**src/rtl/sdram_ch3_arbiter.sv**
```systemverilog
// sdram_ch3_arbiter: per-transaction arbiter for SDRAM channel 3, shared by
// the ROM loader write path and the BG2 tile-fetch read path (sdr_clk domain).
// ROM has priority during a download, but after MAX_ROM_BURST consecutive ROM
// grants with BG2 waiting, BG2 is forced one grant so fetches never starve.
// Optional build macro CH3_TIMEOUT_EN: abort a BUSY transaction after
// TIMEOUT_CYC cycles without sdr_rdy and raise the sticky err flag.
module sdram_ch3_arbiter #(
    parameter int MAX_ROM_BURST = 8,
    parameter int TIMEOUT_CYC   = 1023
) (
    input  logic        clk,
    input  logic        reset,
    input  logic        download,
    input  logic        rom_req,
    input  logic [24:0] rom_addr,
    input  logic [15:0] rom_data,
    input  logic [1:0]  rom_be,
    output logic        rom_rdy,
    input  logic        bg2_req,
    input  logic [24:0] bg2_addr,
    output logic [15:0] bg2_dout,
    output logic        bg2_rdy,
    output logic [24:0] sdr_addr,
    output logic [15:0] sdr_din,
    output logic [1:0]  sdr_be,
    output logic        sdr_rnw,
    output logic        sdr_req,
    input  logic [15:0] sdr_dout,
    input  logic        sdr_rdy,
    output logic        err
);

    localparam logic [1:0] ST_IDLE = 2'd0;
    localparam logic [1:0] ST_BUSY = 2'd1;
    localparam logic [1:0] ST_DONE = 2'd2;

    localparam int BW = $clog2(MAX_ROM_BURST + 1);

    logic [1:0]    state_q, state_d;
    logic          owner_bg2_q, owner_bg2_d;
    logic [BW-1:0] burst_q, burst_d;
    logic [24:0]   sdr_addr_q, sdr_addr_d;
    logic [15:0]   sdr_din_q, sdr_din_d;
    logic [1:0]    sdr_be_q, sdr_be_d;
    logic          sdr_rnw_q, sdr_rnw_d;
    logic          sdr_req_q, sdr_req_d;
    logic          rom_rdy_q, rom_rdy_d;
    logic          bg2_rdy_q, bg2_rdy_d;
    logic [15:0]   bg2_dout_q, bg2_dout_d;

    logic rom_eligible;
    logic bg2_forced;

`ifdef CH3_TIMEOUT_EN
    localparam int TW = $clog2(TIMEOUT_CYC + 1);
    logic [TW-1:0] tmo_q, tmo_d;
    logic          err_q, err_d;
    assign err = err_q;
`else
    // The timeout length only matters when the watchdog is built in.
    logic timeout_param_unused;
    assign timeout_param_unused = |TIMEOUT_CYC;
    assign err = 1'b0;
`endif

    // ROM only competes while a download is active; BG2 takes the slot once
    // the ROM burst allowance is used up.
    assign rom_eligible = download && rom_req;
    assign bg2_forced   = bg2_req && (burst_q == BW'(MAX_ROM_BURST));

    // Next-state and payload selection for the IDLE/BUSY/DONE sequencer.
    always_comb begin
        state_d     = state_q;
        owner_bg2_d = owner_bg2_q;
        burst_d     = burst_q;
        sdr_addr_d  = sdr_addr_q;
        sdr_din_d   = sdr_din_q;
        sdr_be_d    = sdr_be_q;
        sdr_rnw_d   = sdr_rnw_q;
        sdr_req_d   = sdr_req_q;
        rom_rdy_d   = 1'b0;
        bg2_rdy_d   = 1'b0;
        bg2_dout_d  = bg2_dout_q;
`ifdef CH3_TIMEOUT_EN
        tmo_d       = '0;
        err_d       = err_q;
`endif
        case (state_q)
            ST_IDLE: begin
                if (!bg2_req) begin
                    burst_d = '0;
                end
                if (rom_eligible && !bg2_forced) begin
                    owner_bg2_d = 1'b0;
                    sdr_addr_d  = rom_addr;
                    sdr_din_d   = rom_data;
                    sdr_be_d    = rom_be;
                    sdr_rnw_d   = 1'b0;
                    sdr_req_d   = 1'b1;
                    state_d     = ST_BUSY;
                    if (bg2_req && (burst_q != BW'(MAX_ROM_BURST))) begin
                        burst_d = burst_q + 1'b1;
                    end
                end else if (bg2_req) begin
                    owner_bg2_d = 1'b1;
                    sdr_addr_d  = bg2_addr;
                    sdr_be_d    = 2'b11;
                    sdr_rnw_d   = 1'b1;
                    sdr_req_d   = 1'b1;
                    state_d     = ST_BUSY;
                    burst_d     = '0;
                end
            end
            ST_BUSY: begin
                if (sdr_rdy) begin
                    sdr_req_d = 1'b0;
                    if (owner_bg2_q) begin
                        bg2_rdy_d  = 1'b1;
                        bg2_dout_d = sdr_dout;
                    end else begin
                        rom_rdy_d = 1'b1;
                    end
                    state_d = ST_DONE;
                end
`ifdef CH3_TIMEOUT_EN
                else if (tmo_q == TW'(TIMEOUT_CYC - 1)) begin
                    sdr_req_d = 1'b0;
                    err_d     = 1'b1;
                    if (owner_bg2_q) begin
                        bg2_rdy_d  = 1'b1;
                        bg2_dout_d = 16'hFFFF;
                    end else begin
                        rom_rdy_d = 1'b1;
                    end
                    state_d = ST_DONE;
                end else begin
                    tmo_d = tmo_q + 1'b1;
                end
`endif
            end
            ST_DONE: begin
                state_d = ST_IDLE;
            end
            default: begin
                state_d = ST_IDLE;
            end
        endcase
    end

    // State and output registers with asynchronous reset.
    always_ff @(posedge clk or posedge reset) begin
        if (reset) begin
            state_q     <= ST_IDLE;
            owner_bg2_q <= 1'b0;
            burst_q     <= '0;
            sdr_addr_q  <= '0;
            sdr_din_q   <= '0;
            sdr_be_q    <= '0;
            sdr_rnw_q   <= 1'b1;
            sdr_req_q   <= 1'b0;
            rom_rdy_q   <= 1'b0;
            bg2_rdy_q   <= 1'b0;
            bg2_dout_q  <= '0;
`ifdef CH3_TIMEOUT_EN
            tmo_q       <= '0;
            err_q       <= 1'b0;
`endif
        end else begin
            state_q     <= state_d;
            owner_bg2_q <= owner_bg2_d;
            burst_q     <= burst_d;
            sdr_addr_q  <= sdr_addr_d;
            sdr_din_q   <= sdr_din_d;
            sdr_be_q    <= sdr_be_d;
            sdr_rnw_q   <= sdr_rnw_d;
            sdr_req_q   <= sdr_req_d;
            rom_rdy_q   <= rom_rdy_d;
            bg2_rdy_q   <= bg2_rdy_d;
            bg2_dout_q  <= bg2_dout_d;
`ifdef CH3_TIMEOUT_EN
            tmo_q       <= tmo_d;
            err_q       <= err_d;
`endif
        end
    end

    assign sdr_addr = sdr_addr_q;
    assign sdr_din  = sdr_din_q;
    assign sdr_be   = sdr_be_q;
    assign sdr_rnw  = sdr_rnw_q;
    assign sdr_req  = sdr_req_q;
    assign rom_rdy  = rom_rdy_q;
    assign bg2_rdy  = bg2_rdy_q;
    assign bg2_dout = bg2_dout_q;

endmodule

```
**config.mk**
```make
export PLATFORM = sky130hd
export DESIGN_NAME = sdram_ch3_arbiter
export DESIGN_NICKNAME = d
export VERILOG_FILES = /design/src/rtl/sdram_ch3_arbiter.sv
export SDC_FILE = /design/constraint.sdc
export NUM_CORES = 1
export LEC_CHECK = 0
export ABC_AREA = 1
export BUFFER_PORTS_ARGS = -buffer_cell sky130_fd_sc_hd__buf_4
export CAP_MARGIN = 20
export CORE_MARGIN = 1
export CORE_UTILIZATION = 35
export DETAILED_ROUTE_END_ITERATION = 10
export HOLD_SLACK_MARGIN = 0.03
export PLACE_DENSITY = 0.64
export SLEW_MARGIN = 20
export SYNTH_ARGS = -nofsm -noshare
export SYNTH_HDL_FRONTEND = slang
export SYNTH_SLANG_ARGS = --single-unit
```
**constraint.sdc**
```tcl
create_clock -name clk -period 3.85 [get_ports clk]
set_clock_uncertainty 0.15 [all_clocks]
set_input_delay 0.77 -clock clk [delete_from_list [all_inputs] [get_ports clk]]
set_output_delay 0.77 -clock clk [all_outputs]
set_load 0.1 [all_outputs]
```
==> impl_metrics.yaml, run 1 <==
global_routing:
  gr-usage-all-layers: 0.184
  grt_max_degree: 31
  grt_pass1_wl_um: 14100
  grt_overflow_total: 0
  grt_pass1_vias: 3083
  antenna_found_initial: 0
drt:
  ant_nets: 0
  num_vias: 3154
  firstDrtPassIters: 5
  wl_per_cell_um: 12.5
  totalWireLength_um: 8550
  routed_via_density: 4.62
  drc: 0
  drt-initial-drc-count: 95
final_layout:
  stdcell_area_mm2: 0.00471
  syn2layout_area_growth_pct: 43.8
  drive_gt1_frac: 0.322
  antennaDiodeCount: 0
  final_nets: 662
  fin_cells: 683
timing:
  drv_slew: 0
  finalHoldViolCount: 0
  tns_ps: 0
  finalSetupViolations: 0
  fin_crit_sh: 0.558
  fmax_ghz: 0.465
  hold_ws_ps: 268
  fin_crit_ps: 2150
  grt_setup_unrepaired: "no"
cts:
  postCtsSetupBuffers: 0
  cts_resized: 0
  cts_max_path_buffers: 2
  htreeDepth: 3
  clkSinkCount: 70
  clock_latency_ps: 340
  ctsRootBufferMaster: "clkbuf_8"
  cts.clk_slew.worst_paths_ps: 80
  cts_tree: "done"
  cts_made_buffers: 9
  ctsHoldBuffers: 0
floorplan:
  coreArea_mm2: 0.00889
  die-area_mm2: 0.00974
  ioPinCount: 154
  rows: 34
  die_h_um: 98.7
  die_w_um: 98.7
  start_util: 0.368
placed_design:
  placed_area_mm2: 0.00447
  hpwl_um: 6370
  port_buffers: 152
  dp_cells: 667
  gp_congestion: 0.790
worst_setup_path:
  required_ps: 3980
  crit_fanout: 28
  arrival_ps: 2280
  end_kind: "register"
  critPathKind: "reg -> reg"
  start_kind: "register"
yosys:
  synth-seq-cells: 70
  yosys_warnings: 0
  synth.distinct_cells: 22
  syn_area_mm2: 0.00327
  netlist_instances: 420
  ys_seq_area_frac: 0.536
  synth_nets: 512
  syn_avg_cell_area_um2: 7.79
worst_hold_path:
  hold_class: "in -> async"
run_status:
  outcome: "complete, no violations"
run:
  cap_viol_max_count: 0
[state kept, by name (all words and copies together) (netlist names)]
signal,cells
sdr_addr,25
bg2_dout,16
sdr_din,16
burst_q,4
sdr_be,2
state_q,2
bg2_rdy,1
owner_bg2_q,1
rom_rdy,1
sdr_req,1
sdr_rnw,1
[final cells by class]
class,count,area (µm²)
Fill cell,882,4190
Inverter,65,248
Sequential cell,70,1750
Clock inverter,5,81.3
Tap cell,108,135
Clock buffer,11,151
Timing Repair Buffer,155,1160
Multi-Input combinational cell,269,1170
[metrics by stage]
step / utilization / setup WS [ps]
6_report: 0.529 / 1700
5_1_grt: 0.529 / 1540
4_1_cts: 0.529 / 1690
3_5_place_dp: 0.503 / 1440
3_3_place_gp: 0.503 / 1500
2_1_floorplan: - / 1160
[kinds of logic after synthesis]
logic type	share of synthesized area
adder cells (fa/ha/maj)	0.00765
other	0.00115
flip-flops	0.536
XOR/XNOR	0.00535
buffers and inverters	0.106
AO/OA/AOI/OAI	0.00765
AND/OR/NAND/NOR	0.337
[Yosys cell counts]
| cell type | count | share of area |
|---|---|---|
| nand2_1 | 191 | 0.22 |
| dfrtp_1 | 69 | 0.53 |
| inv_1 | 60 | 0.069 |
| nand3_1 | 54 | 0.083 |
| nor2_1 | 7 | 0.0080 |
| buf_2 | 6 | 0.0092 |
| buf_4 | 6 | 0.014 |
| clkbuf_1 | 3 | 0.0034 |
| inv_2 | 3 | 0.0034 |
| nand2_4 | 3 | 0.010 |
| nor2_4 | 3 | 0.010 |
| o21ai_0 | 3 | 0.0046 |
| a21oi_1 | 2 | 0.0031 |
| ha_1 | 2 | 0.0076 |
| buf_6 | 1 | 0.0034 |
| clkinv_2 | 1 | 0.0015 |
| conb_1 | 1 | 0.0011 |
| dfstp_2 | 1 | 0.0080 |
| inv_4 | 1 | 0.0019 |
| nand4_4 | 1 | 0.0065 |
| xnor2_1 | 1 | 0.0027 |
| xor2_1 | 1 | 0.0027 |
[per-layer routing]
metal | routed length (µm) | GRT usage | vias to the layer above
li1 | - | - | 1552
met5 | 0 | 0 | -
met1 | 3460 | 0.213 | 1482
met4 | 202 | 0.0643 | 0
met2 | 4500 | 0.328 | 102
met3 | 382 | 0.0489 | 18
[placed cells by master, fill, tap and decap left out, drive strengths merged]
cell / instances
a21oi: 2
buf: 155
bufinv: 2
clkbuf: 11
clkinv: 3
clkinvlp: 1
conb: 1
dfrtp: 69
dfstp: 1
ha: 2
inv: 64
nand2: 194
nand3: 54
nand4: 1
nor2: 10
o21ai: 3
xnor2: 1
xor2: 1
[worst max-delay path: stages, from the launching register on]
cell     delay [ps]
dfrtp_1         420
inv_1            90
ha_1            210
nand4_4         370
nand2_4         440
inv_4            80
nand2_4         170
nand2_1          80
nand2_1          70
[path summary, 6_finish.rpt]
check                                       startpoint  cells past startpoint                       to  slack (ps)
worst min register to register     sdr_rnw$_DFFE_PP1P_                      2      sdr_rnw$_DFFE_PP1P_         320
worst max-delay path            burst_q[1]$_DFFE_PP0N_                      8  sdr_din[13]$_DFFE_PP0P_        1700
max in group asynchronous                        reset                      3      sdr_rnw$_DFFE_PP1P_        2510
worst min-delay path                             reset                      2   sdr_din[3]$_DFFE_PP0P_         270
min in group clk                   sdr_rnw$_DFFE_PP1P_                      2      sdr_rnw$_DFFE_PP1P_         320
worst max register to register  burst_q[1]$_DFFE_PP0N_                      8  sdr_din[13]$_DFFE_PP0P_        1700
Power of run 1 is left out: the tool's default activity adds up to more than one toggle a clock period on the data nets, which glitch-free logic cannot reach.
==> run 2: changes to the inputs <==
==> constraint.sdc (replaced) <==
create_clock -name clk -period 2.1 [get_ports clk]
set_clock_uncertainty 0.15 [all_clocks]
set_input_delay 0.42 -clock clk [delete_from_list [all_inputs] [get_ports clk]]
set_output_delay 0.42 -clock clk [all_outputs]
set_load 0.1 [all_outputs]
==> impl_metrics.yaml, run 2 (synthesis results as in run 1) <==
drt:
  drt-initial-drc-count: 86
  num_vias: 3091
  firstDrtPassIters: 4
  totalWireLength_um: 8780
  drc: 0
  routed_via_density: 4.49
  ant_nets: 0
  wl_per_cell_um: 12.8
global_routing:
  grt_pass1_wl_um: 14700
  antenna_found_initial: 0
  grt_max_degree: 32
  grt_overflow_total: 0
  gr-usage-all-layers: 0.191
  grt_pass1_vias: 3088
cts:
  ctsRootBufferMaster: "clkbuf_8"
  cts_tree: "done"
  cts_made_buffers: 9
  postCtsSetupBuffers: 0
  clock_latency_ps: 340
  ctsHoldBuffers: 1
  clkSinkCount: 70
  cts.clk_slew.worst_paths_ps: 80
  cts_max_path_buffers: 2
  cts_resized: 0
  htreeDepth: 3
placed_design:
  dp_cells: 671
  gp_congestion: 0.779
  port_buffers: 152
  hpwl_um: 6410
final_layout:
  antennaDiodeCount: 0
  fin_cells: 688
  postLayoutCoreUtil: 0.534
  largest_reg_flops: 25
  drive_gt1_frac: 0.324
  final_nets: 667
  final_cell_mix: "nand2_1, buf_4, dfrtp_1"
  syn2layout_area_growth_pct: 45.2
  mostFrequentLayoutCell: "nand2_1"
floorplan:
  die_h_um: 98.7
  rows: 34
  die_w_um: 98.7
  coreArea_mm2: 0.00889
  start_util: 0.368
  die-area_mm2: 0.00974
  ioPinCount: 154
timing:
  fin_crit_ps: 1750
  grt_setup_unrepaired: "no"
  tns_ps: 0
  fin_crit_sh: 0.833
  finalHoldViolCount: 0
  fmax_ghz: 0.572
  finalSetupViolations: 0
  drv_slew: 0
worst_setup_path:
  max_stage_delay_ps: 410
  end_kind: "register"
  start_kind: "register"
  cpMostUsedCell: "nand2_1"
  rr_startpoint: "burst_q[0]$_DFFE_PP0N_"
  arrival_ps: 1830
  crit_fanout: 15
  setup.worst_path.end: "sdr_addr[5]$_DFFE_PP0P_"
  critPathKind: "reg -> reg"
  worst_r2r_path_depth: 8
  required_ps: 2180
  worstReg2RegEnd: "sdr_addr[5]$_DFFE_PP0P_"
  ff2ff_setup_slack_ps: 350
  crit_chain: "inv_1 > ha_1 > nand4_4 > nand2_4 > buf_4 > nand2_1 > nand3_1 > nand2_1"
  cp_slowest_cell: "dfrtp_1"
  cp-startpoint: "burst_q[0]$_DFFE_PP0N_"
worst_hold_path:
  worstHoldStart: "sdr_dout[11]"
  hold_class: "in -> reg"
run:
  cap_viol_max_count: 0
run_status:
  outcome: "complete, no violations"
[run 2: how the worst min path moves through the flow]
stage	to	cells after the start	slack, ps
3_3_place_gp	bg2_dout[0]$_DFFE_PP0P_	2	270
5_1_grt	bg2_dout[0]$_DFFE_PP0P_	3	100
6_report	bg2_dout[11]$_DFFE_PP0P_	3	110
2_1_floorplan	rom_rdy$_DFF_PP0_	1	330
3_5_place_dp	bg2_dout[0]$_DFFE_PP0P_	2	270
4_1_cts	bg2_dout[11]$_DFFE_PP0P_	3	100
[run 2: critical path: cells and delay by family (launching register included)]
family,cells,cell delay (ps)
fa+ha+maj,1,210
buf+inv,2,340
flops,1,410
simple gates,5,530
[run 2: layout make-up]
type,count,area [µm²]
flip-flops and latches,70,1750
inverters,65,251
clock inverters,6,92.6
well taps,108,135
multi-input cells,269,1170
fillers,856,4140
repair buffers,160,1220
clock buffers,10,128
[run 2: metrics by stage]
stage	worst slack [ps]	area [µm²]	hold slack (ps)
2_1_floorplan	526	3280	327
3_3_place_gp	406	4520	269
3_5_place_dp	350	4520	267
4_1_cts	337	4750	95.6
5_1_grt	221	4750	102
6_report	351	4750	114
[run 2: metal layers]
metal / GRT usage / share of wire
met1: 0.230 / 0.43
met2: 0.332 / 0.51
met3: 0.0333 / 0.031
met4: 0.0941 / 0.031
met5: 0 / 0
Power of run 2 is left out for the same reason.
